$ cat config.mk
export PLATFORM = sky130hd
export DESIGN_NAME = nn_result_argmax
export DESIGN_NICKNAME = d
export VERILOG_FILES = /design/src/rtl/nn_result_argmax.sv
export SDC_FILE = /design/constraint.sdc
export NUM_CORES = 2
export LEC_CHECK = 0
export ABC_AREA = 1
export CAP_MARGIN = 25
export CORE_ASPECT_RATIO = 0.6
export CORE_MARGIN = 2
export CORE_UTILIZATION = 41
export CTS_BUF_LIST = sky130_fd_sc_hd__clkbuf_4 sky130_fd_sc_hd__clkbuf_8
export CTS_CLUSTER_SIZE = 30
export DETAILED_ROUTE_END_ITERATION = 12
export PLACE_DENSITY_LB_ADDON = 0.2
export SYNTH_ARGS = -nofsm -noshare
export SYNTH_HDL_FRONTEND = slang
export SYNTH_SLANG_ARGS = --single-unit
$ cat constraint.sdc
create_clock -name clk -period 2.37 [get_ports clk]
set_clock_uncertainty 0.15 [all_clocks]
set_input_delay 0.474 -clock clk [delete_from_list [all_inputs] [get_ports clk]]
set_output_delay 0.474 -clock clk [all_outputs]
set_load 0.02 [all_outputs]
$ cat src/rtl/nn_result_argmax.sv
`default_nettype none
// ============================================================================
//  Module   : nn_result_argmax
//  Purpose  : Result collector for the single-MAC neural network accelerator.
//             Captures each FP32 dot-product result, applies ReLU, stores up
//             to NUM_OUTPUTS activations, tracks a running argmax/max and
//             raises a level interrupt once a full output layer is collected.
//             Results and status are exposed through a non-burst Avalon-MM
//             slave with registered, 1-cycle read latency.
//  Ports    : clk          - system clock
//             reset_n      - asynchronous, active-low reset
//             result_valid - one-cycle strobe, result_data valid
//             result_data  - IEEE-754 single-precision MAC result
//             address      - Avalon word address
//             read / write - Avalon strobes
//             writedata    - Avalon write data
//             readdata     - Avalon read data (registered)
//             irq          - level interrupt, high while done is pending
//  Register map (word addresses):
//             0x00 CTRL/STATUS  rd: {irq,nan,overrun,collecting,done}
//                               wr: bit0 clear/restart, bit1 irq acknowledge
//             0x01 ARGMAX, 0x02 MAX, 0x03 COUNT
//             0x10 + i          act[i], i < NUM_OUTPUTS
//  Revision : 1.0 - initial release
// ============================================================================
module nn_result_argmax #(
   parameter int NUM_OUTPUTS = 24,
   parameter int IDX_W       = 6
) (
   input  logic        clk,
   input  logic        reset_n,
   input  logic        result_valid,
   input  logic [31:0] result_data,
   input  logic [7:0]  address,
   input  logic        read,
   input  logic        write,
   input  logic [31:0] writedata,
   output logic [31:0] readdata,
   output logic        irq
);

   localparam logic [IDX_W-1:0] c_last_idx = IDX_W'(NUM_OUTPUTS - 1);
   localparam logic [7:0]       c_act_base = 8'h10;

   typedef enum logic [0:0] {
      ST_COLLECT = 1'b0,
      ST_DONE    = 1'b1
   } state_t;

   state_t            r_state;
   state_t            w_state_nxt;

   logic [IDX_W-1:0]  r_count;
   logic [IDX_W-1:0]  r_argmax;
   logic [31:0]       r_max;
   logic              r_nan;
   logic              r_overrun;
   logic              r_irq;
   logic [31:0]       r_readdata;
   logic [31:0]       r_act [NUM_OUTPUTS];

   logic              w_ctrl_wr;
   logic              w_clear;
   logic              w_ack;
   logic              w_is_nan;
   logic [31:0]       w_relu;
   logic              w_accept;
   logic              w_dropped;
   logic              w_last;
   logic              w_take_max;
   logic [31:0]       w_rd_mux;
   logic              w_unused_wdata;

   // Only the two low CTRL bits carry meaning.
   assign w_unused_wdata = &{1'b0, writedata[31:2]};

   // ---------------------------------------------------------------------
   // Control decode. A clear outranks a coincident sample: the sample is
   // dropped and does not count as an overrun.
   // ---------------------------------------------------------------------
   assign w_ctrl_wr = write && (address == 8'h00);
   assign w_clear   = w_ctrl_wr && writedata[0];
   assign w_ack     = w_ctrl_wr && writedata[1];

   // ---------------------------------------------------------------------
   // ReLU. Negative values (including -0 and -Inf) and NaNs collapse to +0;
   // +Inf passes through unchanged.
   // ---------------------------------------------------------------------
   assign w_is_nan = (result_data[30:23] == 8'hFF) && (result_data[22:0] != 23'd0);
   assign w_relu   = (result_data[31] || w_is_nan) ? 32'd0 : result_data;

   assign w_accept  = result_valid && (r_state == ST_COLLECT) && !w_clear;
   assign w_dropped = result_valid && (r_state == ST_DONE) && !w_clear;
   assign w_last    = (r_count == c_last_idx);

   // Post-ReLU values are non-negative, so the magnitude bits order like
   // unsigned integers. Strict greater-than keeps the lowest index on ties;
   // the first sample of a layer always loads.
   assign w_take_max = (r_count == '0) || (w_relu[30:0] > r_max[30:0]);

   // ---------------------------------------------------------------------
   // Layer state machine
   // ---------------------------------------------------------------------
   always_ff @(posedge clk or negedge reset_n) begin
      if (!reset_n) begin
         r_state <= ST_COLLECT;
      end else begin
         r_state <= w_state_nxt;
      end
   end

   always_comb begin
      w_state_nxt = r_state;
      if (w_clear) begin
         w_state_nxt = ST_COLLECT;
      end else if (w_accept && w_last) begin
         w_state_nxt = ST_DONE;
      end
   end

   // ---------------------------------------------------------------------
   // Count, running argmax/max and sticky status flags
   // ---------------------------------------------------------------------
   always_ff @(posedge clk or negedge reset_n) begin
      if (!reset_n) begin
         r_count   <= '0;
         r_argmax  <= '0;
         r_max     <= 32'd0;
         r_nan     <= 1'b0;
         r_overrun <= 1'b0;
         r_irq     <= 1'b0;
      end else if (w_clear) begin
         r_count   <= '0;
         r_argmax  <= '0;
         r_max     <= 32'd0;
         r_nan     <= 1'b0;
         r_overrun <= 1'b0;
         r_irq     <= 1'b0;
      end else begin
         if (w_accept) begin
            r_count <= r_count + 1'b1;
            if (w_take_max) begin
               r_max    <= w_relu;
               r_argmax <= r_count;
            end
            if (w_is_nan) begin
               r_nan <= 1'b1;
            end
         end
         if (w_dropped) begin
            r_overrun <= 1'b1;
         end
         // A completing sample in the same cycle as an acknowledge is a new
         // done event, so it keeps the interrupt asserted.
         if (w_accept && w_last) begin
            r_irq <= 1'b1;
         end else if (w_ack) begin
            r_irq <= 1'b0;
         end
      end
   end

   // ---------------------------------------------------------------------
   // Activation storage. Clear does not wipe it; entries are overwritten as
   // the next layer arrives.
   // ---------------------------------------------------------------------
   generate
      for (genvar gi = 0; gi < NUM_OUTPUTS; gi++) begin : g_act
         always_ff @(posedge clk or negedge reset_n) begin
            if (!reset_n) begin
               r_act[gi] <= 32'd0;
            end else if (w_accept && (r_count == IDX_W'(gi))) begin
               r_act[gi] <= w_relu;
            end
         end
      end
   endgenerate

   // ---------------------------------------------------------------------
   // Avalon read path
   // ---------------------------------------------------------------------
   always_comb begin
      w_rd_mux = 32'd0;
      case (address)
         8'h00: w_rd_mux = {27'd0, r_irq, r_nan, r_overrun,
                            (r_state == ST_COLLECT), (r_state == ST_DONE)};
         8'h01: w_rd_mux = 32'(r_argmax);
         8'h02: w_rd_mux = r_max;
         8'h03: w_rd_mux = 32'(r_count);
         default: begin
            for (int i = 0; i < NUM_OUTPUTS; i++) begin
               if (address == (c_act_base + 8'(i))) begin
                  w_rd_mux = r_act[i];
               end
            end
         end
      endcase
   end

   always_ff @(posedge clk or negedge reset_n) begin
      if (!reset_n) begin
         r_readdata <= 32'd0;
      end else if (read) begin
         r_readdata <= w_rd_mux;
      end else begin
         r_readdata <= 32'd0;
      end
   end

   assign readdata = r_readdata;
   assign irq      = r_irq;

endmodule
`default_nettype wire
## Word level (Yosys, flattened, before mapping)

Cells that the tools add are included.
W data, S select, Z words.

- Bits in registers: 848
- Input bits: 77
- Output and inout port bits: 33
- Logic and storage cells: 177

- Add/sub/neg operators: 1
- $lt $le $gt $ge: 1
- Equal/unequal tests: 51
- Mux-type cells: 45
- Bitwise gates (word level): 1
- Reductions and logical operators: 46

Operator list:

| kind | number |
|---|---|
| $mux W32 | 29 |
| $eq A8 B5 Y1 const B | 16 |
| $pmux W32 S4 | 1 |
| $eq A8 B6 Y1 const B | 8 |
| $eq A6 B4 Y1 const B | 8 |
| $eq A6 B5 Y1 const B | 8 |
| $logic_and A1 B1 Y1 | 32 |
| $gt A31 B31 Y1 | 1 |
| $mux W6 | 5 |
| $eq A6 B3 Y1 const B | 4 |
| $reduce_bool A23 Y1 | 1 |
| $eq A8 B2 Y1 const B | 2 |
| $eq A6 B2 Y1 const B | 2 |
| $mux W1 | 10 |
| $reduce_bool A2 Y1 | 5 |
| $eq A8 B1 Y1 const B | 1 |
| $eq A8 B8 Y1 const B | 1 |
| $logic_not A8 Y1 | 1 |
| $add A6 B1 Y6 const B | 1 |
| $eq A6 B1 Y1 const B | 1 |
| $logic_not A6 Y1 | 1 |
| $reduce_and A2 Y1 | 2 |
| $reduce_bool A3 Y1 | 1 |
| $logic_or A1 B1 Y1 | 2 |
| 2 further kinds | 2 |

## Longest topological paths before layout

- Depth after elaboration: 27
- Gate-level depth with buffers: 25
- Depth with buffers taken out: 21

## Worst setup path before layout

Ideal clock, no wire load.

- Kind: input to register
- From: input port result_data[19]
- To: register r_max[23]
- Library setup time: 82 ps
- Arrival time: 3,468 ps
- Required time: 2,138 ps
- Path slack: -1,331 ps
- Cell stages on the path: 25
- Buffers on the path: 4
- Cells stage by stage: inv_1 nand4_1 nor4_1 nand4_1 nand4_1 inv_1 nor2_4 buf_4 nand2_1 clkbuf_1 inv_1 ha_1 a21oi_1 o21ai_0 a21oi_1 o21ai_0 a21oi_1 nor3_1 o21ai_0 nand3_1 a22o_1 o21a_1 buf_2 buf_2 o22ai_1

- Word-level cells in the longest chain between the ends: 8
- Elaborated cells on any way between the ends: 11
- Classes of those cells: 1 x order compare; 4 x mux; 6 x reduce/logical

RTL lines:

| what | line | text |
|---|---|---|
| start: declaration | 33 | `input logic [31:0] result_data,` |
| $reduce_bool A23 Y1 | 89 | `assign w_is_nan = (result_data[30:23] == 8'hFF) && (result_data[22:0] != 23'd0);` |
| $logic_and A1 B1 Y1 | 89 |  |
| $logic_or A1 B1 Y1 | 90 | `assign w_relu = (result_data[31] \|\| w_is_nan) ? 32'd0 : result_data;` |
| $mux W32 | 90 |  |
| named net w_relu[2] | 66 | `logic [31:0] w_relu;` |
| $gt A31 B31 Y1 | 99 | `assign w_take_max = (r_count == '0) \|\| (w_relu[30:0] > r_max[30:0]);` |
| $logic_or A1 B1 Y1 | 99 |  |
| $reduce_bool A2 Y1 (no source line) | n/a |  |
| $reduce_and A2 Y1 (no source line) | n/a |  |
| end signal: assignment | 143 | `r_max <= w_relu;` |
| end: declaration | 55 | `logic [31:0] r_max;` |

The timed path passes the listed nets, and every way through them passes these cells. The select of a mux whose other input is x is not followed.
A chain may end at the register's enable or synchronous reset.

## Final worst setup path

- From: input port result_data[29]
- To: register r_argmax[2]

- Word-level cells in the longest chain between the ends: 8

RTL lines:

| what | line | text |
|---|---|---|
| $eq A8 B8 Y1 | 89 |  |
| $logic_and A1 B1 Y1 | 89 |  |
| $logic_or A1 B1 Y1 | 90 |  |
| $mux W32 | 90 |  |
| named net w_relu[4] | 66 |  |
| $gt A31 B31 Y1 | 99 |  |
| $logic_or A1 B1 Y1 | 99 |  |
| $reduce_bool A2 Y1 (no source line) | n/a |  |
| $reduce_and A2 Y1 (no source line) | n/a |  |
| end signal: assignment | 144 | `r_argmax <= r_count;` |
| end: declaration | 54 | `logic [IDX_W-1:0] r_argmax;` |

The timed path passes the listed nets, and every way through them passes these cells.

==> flow_metrics.tcl <==
set metrics [dict create \
    met3_usage_pct 7.18 \
    ys_seq_elements 848 \
    hold_class "primary input to register" \
    synth_nets 4770 \
    yosysTopAreaCell "dfrtp_1" \
    r2r_slack_ns -0.35 \
    port_buffers 79 \
    utilization_pct 52.7 \
    firstDrtPassIters 7 \
    endpoint "r_argmax[2]$_DFFE_PN0P_" \
    gr-usage-met1_pct 40.6 \
    cts_buffer_depth 3 \
    crit_type "primary input to register" \
    place_congestion 0.904 \
    worst_pin_slew_ns 0.545 \
    syn_avg_cell_area_um2 8.20 \
    die_width_um 398 \
    switching_share_pct 26.0 \
    period_minus_slack_ns 3.08 \
    cts.clk_slew.worst_paths_ns 0.06 \
    viasPerCell 5.19 \
    grt_overflow_total 0 \
    start_kind "primary input" \
    relSlewSlack_pct 63.3 \
    wirelength_um 126000 \
    synth.top_cells.by_count "nand2_1, dfrtp_1, o21ai_0, inv_1, nor2_1" \
    p_per_area_nw_per_um2 624 \
    fin_cells 6394 \
    detail-route-antenna-nets 0 \
    crit_path_cell_trace "clkdlybuf4s50_1, inv_1, nor4_2, nand4_1, inv_2, nor2_4, buf_12, buf_6, nand2_2, inv_1, ha_2, a21o_1, a21oi_2, o21ai_1, a21oi_1, nor3_1, o21ai_1, nand3_2, a22o_4, o21a_4, buf_8, o22ai_2" \
    fmaxAchievable_mhz 324 \
    tritoncts "yes" \
    yosys.area.top_type_share_pct 55.6 \
    wl_per_cell_um 19.8 \
    ys_warn_count 0 \
    setup_viol 67 \
    power_frac_comb_pct 7.9 \
    cap_viol_max_count 0 \
    antenna_found_initial 10 \
    violations "negative setup slack" \
    cpMaxStageDelayCell "clkdlybuf4s50_1" \
    synth_edf_count 0 \
    synth_area_leaders "dfrtp_1, nand2_1, o21ai_0, inv_1, nand4_1" \
    core_um2 92000 \
    numCtsBuffers 133 \
    worstReg2RegEnd "r_argmax[2]$_DFFE_PN0P_" \
    hold-path-cell-count 7 \
    required_ns 2.96 \
    use_met2_pct 35.8 \
    grt_pass1_vias 31400 \
    htreeDepth 4 \
    ioPinCount 110 \
    layout_worst_path_cycle_share_pct 130 \
    slowest_delay_ns 0.46 \
    rows 86 \
    grt_pass1_wl_um 192000 \
    drive_gt1_share_pct 21.8 \
    ys_seq_area_share_pct 55.6 \
    netlist_instances 4658 \
    top_usage_layer "met1" \
    fp.dieH_um 240 \
    yosysUniqueCellTypes 45 \
    placed_area_um2 43600 \
    crit_arrival_ns 3.68 \
    drc_errors 0 \
    ys.flop_type "dfrtp_1" \
    setup_ws_ns -0.714 \
    hpwlAfterDp_um 83200 \
    grt_use_total_pct 26.5 \
    status "finished with violations" \
    vias 33200 \
    clkPwrFrac_pct 42.3 \
    pwr-share-seq_pct 49.8 \
    fin_area_um2 48500 \
    final_hold_viol_count 0 \
    holdWs_ns 0.116 \
    area_growth_pct 27.0 \
    dp_cells 6087 \
    grt_max_degree 85 \
    nNetsFinal 5187 \
    p_int_mw 22.4 \
    setup.worst_path.start "result_data[29]" \
    clkLatencyLatePin_ns 0.85 \
    synth.most_common_cell "nand2_1" \
    p_sw_mw 7.87 \
    cts_root_buf "clkbuf_8" \
    ir_drop_mv 0.390 \
    dieArea_um2 95700 \
    rsz0062_at_grt "true" \
    cts.sinks 848 \
    final_max_slew_viol_count 0 \
    rr_worst_depth 14 \
    ys_async_sr_fraction_pct 100 \
    r2r_start "r_max[2]$_DFFE_PN0P_" \
    leakage_nw 23.1 \
    detail_route.iter0.violations 3416 \
    synth_area_um2 38200 \
    critPathMaxFanout 8 \
    start_util_pct 41.5 \
    tns_ns -27.98 \
    end_kind "register" \
]
-- critical path, delay by kind of cell --
kind / cells / cell delay, ns
compound gates: 8 / 1.35
fa+ha+maj: 1 / 0.17
buf+inv: 7 / 1.08
simple gates: 6 / 0.59
-- power groups by stage --
stage                     Combinational [mW]  Sequential, mW  Clock (mW)
after floorplan                        0.832            15.3           0
after global placement                  2.20            15.3           0
after detailed placement                2.21            15.3           0
after CTS                               2.32            15.0        13.1
after global routing                    2.63            15.1        13.7
final                                   2.40            15.1        12.8
-- through the flow --
step | power [mW] | setup slack (ns)
2_1_floorplan | 16.1 | -1.04
3_3_place_gp | 17.5 | -1.85
3_5_place_dp | 17.5 | -1.92
4_1_cts | 30.4 | -0.716
5_1_grt | 31.4 | -0.877
6_report | 30.3 | -0.714
-- worst min path at each step --
stage                            start                     end  slack (ns)
after floorplan                reset_n         irq$_DFFE_PN0P_        0.03
after global placement         reset_n  r_act[761]$_DFFE_PN0P_        0.25
after detailed placement       reset_n  r_act[761]$_DFFE_PN0P_        0.25
after CTS                 result_valid   r_overrun$_DFFE_PN0P_        0.06
after global routing      result_valid   r_overrun$_DFFE_PN0P_        0.13
final                       address[5]         irq$_DFFE_PN0P_        0.12
-- sequential cells by signal (all words and copies together), names as in the netlist --
| register | cells |
|---|---|
| readdata | 32 |
| irq | 1 |
| r_state | 1 |
| r_act | 768 |
| r_overrun | 1 |
| r_nan | 1 |
| r_count | 6 |
| r_argmax | 6 |
| r_max | 32 |
-- final cells by class --
| type | count | area, um^2 |
|---|---|---|
| multi-input cells | 3171 | 15600 |
| clock inverters | 24 | 210 |
| inverters | 332 | 1280 |
| fillers | 8581 | 43500 |
| repair buffers | 589 | 6190 |
| well taps | 1232 | 1540 |
| clock buffers | 194 | 2440 |
| flip-flops and latches | 848 | 21200 |
| diodes | 4 | 10.0 |
-- layout by cell type, fill, tap and decap left out, drive strengths merged, types with 2 or more instances in the layout --
cell           Yosys  final
nand2           1605   1605
dfrtp            848    848
o21ai            782    782
buf              119    515
inv              330    339
nor2             248    248
clkbuf           188    203
nand4            155    155
or2              103    103
a21oi             86     86
nand3             77     77
dlygate4sd2        0     48
o22ai             42     42
ha                35     35
nor3              13     13
clkdlybuf4s50      0     11
clkinv             2     10
nor4               8      8
clkinvlp           0      6
o21bai             5      5
diode              0      4
clkdlybuf4s15      0      4
a221oi             2      2
o211ai             2      2
-- layer usage --
layer	wire length (um)	share of wire, %
met2	50400	40
met5	0	0
met4	2890	2.3
met1	62400	49
met3	10600	8.4
-- cells by family (layout without fill, tap and decap cells) --
group,Yosys count,in the layout,synth area share (%)
AO/OA/AOI/OAI,926,926,12.4
flip-flops,848,848,55.6
other,0,4,0
buffers and inverters,639,1139,6.73
AND/OR/NAND/NOR,2210,2210,24.1
adder cells (fa/ha/maj),35,35,1.15
-- what timing repair did --
item	4_1_cts	5_1_grt
cloned	6	10
buffers inserted	55	15
hold buffers	2	0
endpoints found under the hold margin	771	0
pin swaps	105	137
resized for setup	326	154
endpoints found under the setup margin	643	219
No activity file was read; power rests on OpenSTA's default activity.
